**config.mk**
```make
export PLATFORM = sky130hd
export DESIGN_NAME = fec_decode_engine
export DESIGN_NICKNAME = d
export VERILOG_FILES = /design/src/rtl/fec_decode_engine.sv
export SDC_FILE = /design/constraint.sdc
export NUM_CORES = 1
export LEC_CHECK = 0
export BUFFER_PORTS_ARGS = -buffer_cell sky130_fd_sc_hd__buf_2
export CAP_MARGIN = 20
export CORE_MARGIN = 1
export CORE_UTILIZATION = 59
export DETAILED_ROUTE_END_ITERATION = 10
export PLACE_DENSITY = 0.83
export RECOVER_POWER = 25
export SLEW_MARGIN = 20
export SYNTH_ARGS = -nofsm -noshare
export SYNTH_HDL_FRONTEND = slang
export SYNTH_SLANG_ARGS = --single-unit
```
**constraint.sdc**
```tcl
create_clock -name clk -period 3 [get_ports clk]
set_input_delay 0.3 -clock clk [delete_from_list [all_inputs] [get_ports clk]]
set_output_delay 0.3 -clock clk [all_outputs]
set_load 0.02 [all_outputs]
```
**src/rtl/fec_decode_engine.sv**
```systemverilog
// fec_decode_engine
// Hamming(16,11) SECDED decoder acting as a second master on data memory.
// Reads NUM_WORDS codewords (high byte first) starting at IN_BASE, corrects
// single-bit errors, flags double-bit errors and writes a 2-byte result
// {flags, 3'b000, d11..d9} / {d8..d1} per word starting at OUT_BASE.
//
// Ports:
//   clk        rising-edge clock
//   reset      asynchronous active-high reset
//   start      level request; a run launches on the first clk after it falls
//   done       high while the engine sits in its finished state
//   mem_addr   byte address driven during memory accesses, 0 otherwise
//   mem_rd_en  read strobe (mem_rdata is valid in the same cycle)
//   mem_rdata  combinational read data from memory
//   mem_wr_en  write strobe (memory captures on the next clk edge)
//   mem_wdata  write data
//
// Optional feature macro: FEC_ERR_COUNT_EN
//   Adds err_single_cnt / err_double_cnt (8-bit, saturating) counting words
//   classified as corrected-single and detected-double during the last run.

module fec_decode_engine #(
  parameter int IN_BASE   = 30,
  parameter int OUT_BASE  = 0,
  parameter int NUM_WORDS = 15
) (
  input  logic       clk,
  input  logic       reset,
  input  logic       start,
  output logic       done,
  output logic [7:0] mem_addr,
  output logic       mem_rd_en,
  input  logic [7:0] mem_rdata,
  output logic       mem_wr_en,
  output logic [7:0] mem_wdata
`ifdef FEC_ERR_COUNT_EN
  ,
  output logic [7:0] err_single_cnt,
  output logic [7:0] err_double_cnt
`endif
);

  typedef enum logic [2:0] {
    S_IDLE, S_ARM, S_RD_HI, S_RD_LO, S_DEC, S_WR_HI, S_WR_LO, S_DONE
  } state_t;

  // Codeword positions of d11..d1, packed 4 bits each with d1 in the low nibble.
  localparam logic [43:0] DPOS = {4'd15, 4'd14, 4'd13, 4'd12, 4'd11, 4'd10,
                                  4'd9, 4'd7, 4'd6, 4'd5, 4'd3};

  state_t      state;
  logic [6:0]  idx;
  logic [7:0]  hi_in;
  logic [7:0]  lo_in;
  logic [7:0]  lo_q;

  logic [15:0] cw;
  logic [3:0]  syn;
  logic        parity;
  logic [1:0]  flags;
  logic [10:0] data_raw;
  logic [10:0] data_fix;
  logic [7:0]  dec_hi;
  logic [7:0]  dec_lo;

  logic [6:0]  next_idx;
  logic [7:0]  in_addr;
  logic [7:0]  next_in_addr;
  logic [7:0]  out_addr;
  logic        last_word;

  assign cw = {hi_in, lo_in};

  // Each syndrome bit is the parity over the positions whose index has that
  // bit set, which equals the XOR of the indices of all set bits.
  assign syn[0] = ^(cw & 16'hAAAA);
  assign syn[1] = ^(cw & 16'hCCCC);
  assign syn[2] = ^(cw & 16'hF0F0);
  assign syn[3] = ^(cw & 16'hFF00);
  assign parity = ^cw;

  assign flags = parity ? 2'b01 : ((syn != 4'd0) ? 2'b10 : 2'b00);

  assign data_raw = {cw[15:9], cw[7:5], cw[3]};

  // Only a data bit whose position matches the syndrome is flipped; an odd
  // parity with syn pointing at a parity bit (or at p0) leaves data untouched.
  always_comb begin
    data_fix = data_raw;
    for (int j = 0; j < 11; j++) begin
      data_fix[j] = data_raw[j] ^ (parity && (syn == DPOS[j*4 +: 4]));
    end
  end

  assign dec_lo = data_fix[7:0];
  assign dec_hi = {flags, 3'b000, data_fix[10:8]};

  assign next_idx     = idx + 7'd1;
  assign in_addr      = 8'(IN_BASE) + {idx, 1'b0};
  assign next_in_addr = 8'(IN_BASE) + {next_idx, 1'b0};
  assign out_addr     = 8'(OUT_BASE) + {idx, 1'b0};
  assign last_word    = (idx == 7'(NUM_WORDS - 1));

  // Outputs are registered: each transition loads the bus values that the
  // destination state must present, so non-access states default to zero.
  always_ff @(posedge clk or posedge reset) begin
    if (reset) begin
      state     <= S_IDLE;
      idx       <= 7'd0;
      hi_in     <= 8'd0;
      lo_in     <= 8'd0;
      lo_q      <= 8'd0;
      done      <= 1'b0;
      mem_addr  <= 8'd0;
      mem_rd_en <= 1'b0;
      mem_wr_en <= 1'b0;
      mem_wdata <= 8'd0;
`ifdef FEC_ERR_COUNT_EN
      err_single_cnt <= 8'd0;
      err_double_cnt <= 8'd0;
`endif
    end else begin
      mem_addr  <= 8'd0;
      mem_rd_en <= 1'b0;
      mem_wr_en <= 1'b0;
      mem_wdata <= 8'd0;
      case (state)
        S_IDLE: begin
          if (start) begin
            state <= S_ARM;
`ifdef FEC_ERR_COUNT_EN
            err_single_cnt <= 8'd0;
            err_double_cnt <= 8'd0;
`endif
          end
        end
        S_ARM: begin
          if (!start) begin
            state     <= S_RD_HI;
            mem_addr  <= in_addr;
            mem_rd_en <= 1'b1;
          end
        end
        S_RD_HI: begin
          hi_in     <= mem_rdata;
          state     <= S_RD_LO;
          mem_addr  <= in_addr + 8'd1;
          mem_rd_en <= 1'b1;
        end
        S_RD_LO: begin
          lo_in <= mem_rdata;
          state <= S_DEC;
        end
        S_DEC: begin
          lo_q      <= dec_lo;
          state     <= S_WR_HI;
          mem_addr  <= out_addr;
          mem_wr_en <= 1'b1;
          mem_wdata <= dec_hi;
`ifdef FEC_ERR_COUNT_EN
          if (flags == 2'b01 && err_single_cnt != 8'hFF)
            err_single_cnt <= err_single_cnt + 8'd1;
          if (flags == 2'b10 && err_double_cnt != 8'hFF)
            err_double_cnt <= err_double_cnt + 8'd1;
`endif
        end
        S_WR_HI: begin
          state     <= S_WR_LO;
          mem_addr  <= out_addr + 8'd1;
          mem_wr_en <= 1'b1;
          mem_wdata <= lo_q;
        end
        S_WR_LO: begin
          if (last_word) begin
            state <= S_DONE;
            done  <= 1'b1;
          end else begin
            idx       <= next_idx;
            state     <= S_RD_HI;
            mem_addr  <= next_in_addr;
            mem_rd_en <= 1'b1;
          end
        end
        S_DONE: begin
          if (start) begin
            state <= S_ARM;
            done  <= 1'b0;
            idx   <= 7'd0;
`ifdef FEC_ERR_COUNT_EN
            err_single_cnt <= 8'd0;
            err_double_cnt <= 8'd0;
`endif
          end
        end
        default: state <= S_IDLE;
      endcase
    end
  end

endmodule

```
==> flow_summary.json <==
{
  "status": "finished with violations",
  "violations": "max-capacitance violations, max-slew violations",
  "grt_max_degree": 54,
  "antenna_found_initial": 0,
  "finalWorstSetupSlack_ns": 0.370,
  "setup-violations-final": 0,
  "hp-class": "input pin to flop",
  "diodes": 0,
  "die_area_mm2": 0.00566,
  "synth_edf_count": 0,
  "preCtsSetupSlack_ns": 0.441,
  "ir_drop_v": 0.000216,
  "cp_data_required_time_ns": 3.17,
  "synth_area_mm2": 0.00317,
  "drtAntennaViolNets": 0,
  "synthArstFlopShare_pct": 100,
  "grt_usage_pct": 24.8,
  "cts_buffers": 5,
  "post_cts_resize_count": 0,
  "avgSynthCellArea_um2": 9.65,
  "pin_count": 30,
  "syn_inst": 328,
  "drv_cap": 1,
  "final_cell_mix": "dfrtp_1 (53), nand2_1 (29), buf_2 (29)",
  "io_buffers": 29,
  "ys_ff_latch": 53,
  "worstMarginPinSlew_ns": 2.24,
  "cts_setup_buffers": 0,
  "yosysSeqAreaShare_pct": 41.9,
  "arrival_ns": 2.80,
  "routed_wl_mm": 6.36,
  "ys_types": 46,
  "powerDensity_mw_per_mm2": 433,
  "fin_skew_ns": 0.0103,
  "cts_root_buffer": "clkbuf_8",
  "insertion_delay_ns": 0.31,
  "start_kind": "flop",
  "crit_type": "flop to flop",
  "grt_pass1_vias": 2223,
  "drt_iter0_drc": 367,
  "via_per_inst": 6.03,
  "stdcell_count": 421,
  "final_layout_size_suffix_gt1_share_pct": 18.8,
  "cts.sinks": 53,
  "cts.clk_slew.worst_paths_ns": 0.10,
  "rsz0062_at_grt": "false",
  "min_period_ns": 2.63,
  "cts_tree": "yes",
  "coreArea_mm2": 0.00514,
  "wl_per_cell_um": 15.1,
  "final_nets": 370,
  "rows": 26,
  "dr.pass1.iters": 5,
  "finalCritPeriodShare_pct": 87.7,
  "htree_levels": 2,
  "max_slew_margin_pct": -49.9,
  "fin_tns_setup_ns": 0,
  "grt_pass1_wl_mm": 10.6,
  "gp_congestion": 0.965,
  "final_common_cell": "dfrtp_1",
  "fillCellCount": 412,
  "synth_fp_nets": 347,
  "dr_total_vias": 2540,
  "maxSlewViolCount": 54,
  "dp_hpwl_mm": 4.57,
  "die_w_um": 75.3,
  "syn_to_final_growth_pct": 9.57,
  "ys_warn_count": 0,
  "clockBufferDepth": 2,
  "overflow": 0,
  "drc": 0,
  "die_h_um": 75.3,
  "postCtsHoldBufs": 0,
  "leakagePower_nw": 1.54,
  "worstSetupEndpointType": "flop",
  "finalHoldViolCount": 0,
  "synth_ff_type": "dfrtp_1",
  "dpl.cell_count": 414,
  "initial_core_util_pct": 61.6,
  "worstPathMaxFanout": 15,
  "maxClockFrequency_mhz": 380
}
-- metal layers --
metal,GRT usage (%),wire (µm),part of all wire [%]
met1,36.5,2960,47
met2,37.4,2920,46
met3,4.55,383,6.0
met4,7.41,95,1.5
met5,0,0,0
-- logic make-up (layout without fill, tap and decap cells) --
family,count (synthesis),in the layout,share of synthesized area [%]
AOI/OAI and AO/OA,77,77,15.6
xor gates and xnor gates,48,48,13.3
adders and majority gates,8,8,3.16
buffers and inverters,24,47,2.89
DFF,53,53,41.9
muxes,20,20,7.08
and+or+nand+nor,98,98,16.1
-- critical path, cell delays in order, from the launching register on --
cell and delay [ns]:
dfrtp_1 0.61, inv_1 0.12, ha_1 0.39, or4b_2 0.63
a21oi_1 0.18, a311oi_1 0.08, xnor2_1 0.17, a221oi_1 0.25
nor2_1 0.06
-- through the flow --
stage | utilization (%) | power [mW] | hold WS (ns) | cell area, µm²
4_1_cts | 67.5 | 1.51 | 0.224 | 3470
6_report | 67.5 | 1.50 | 0.232 | 3470
3_5_place_dp | 65.4 | 1.03 | 0.470 | 3360
3_3_place_gp | 65.4 | 1.02 | 0.464 | 3360
2_1_floorplan | - | 0.976 | 0.448 | 3170
5_1_grt | 67.5 | 1.57 | 0.225 | 3470
-- worst paths after layout --
| kind | startpoint | to | slack [ns] | cells after the start |
|---|---|---|---|---|
| setup / recovery | idx[1]$_DFFE_PP0P_ | mem_addr[6]$_DFF_PP0_ | 0.37 | 8 |
| hold / removal | mem_rdata[0] | hi_in[0]$_DFFE_PP0P_ | 0.23 | 2 |
| setup reg to reg | idx[1]$_DFFE_PP0P_ | mem_addr[6]$_DFF_PP0_ | 0.37 | 8 |
| hold reg to reg | lo_q[3]$_DFFE_PP0P_ | lo_q[3]$_DFFE_PP0P_ | 0.49 | 2 |
| max in group asynchronous | reset | done$_DFFE_PP0P_ | 1.41 | 2 |
| min in group asynchronous | reset | idx[2]$_DFFE_PP0P_ | 0.57 | 2 |
-- synthesized netlist by cell type (3+ instances only) --
cell | number | area, µm²
clkbuf_1 | 13 | 48.8
mux2_2 | 19 | 214
nor2_1 | 21 | 78.8
inv_1 | 8 | 30.0
a31oi_1 | 3 | 18.8
nor3_1 | 6 | 30.0
nor4_2 | 3 | 37.5
nor4_1 | 5 | 31.3
o22ai_1 | 14 | 87.6
o21ai_1 | 11 | 55.1
and2_1 | 3 | 18.8
nor2b_1 | 4 | 25.0
and3_1 | 9 | 56.3
nand2_1 | 29 | 109
xor2_1 | 26 | 228
nand3_1 | 4 | 20.0
a21oi_1 | 8 | 40.0
o21ai_0 | 14 | 70.1
a211oi_1 | 5 | 37.5
nand3b_1 | 3 | 22.5
xnor2_1 | 22 | 193
ha_1 | 8 | 100
dfrtp_1 | 53 | 1330
a22o_1 | 3 | 26.3
-- state kept, by name (all words and copies together) (netlist names), 3 cells and up --
register and flops:
hi_in 8, lo_in 8, lo_q 8, mem_addr 8
mem_wdata 8, idx 7, state 3
-- cell type report --
type	instances	area (µm²)	share of cell area (%)
multi-input combinational	251	1750	50.4
inverter	8	31.3	0.902
clock buffer	5	68.8	1.98
sequential	53	1330	38.2
tap	70	87.6	2.53
timing repair buffer	32	168	4.83
clock inverter	2	38.8	1.12
-- report_power, final --
part           total [mW]  switching (mW)  internal, mW
combinational       0.252           0.150         0.102
clock               0.483           0.236         0.247
sequential          0.766          0.0242         0.742
total                1.50           0.410          1.09
No activity file was read; power rests on OpenSTA's default activity.
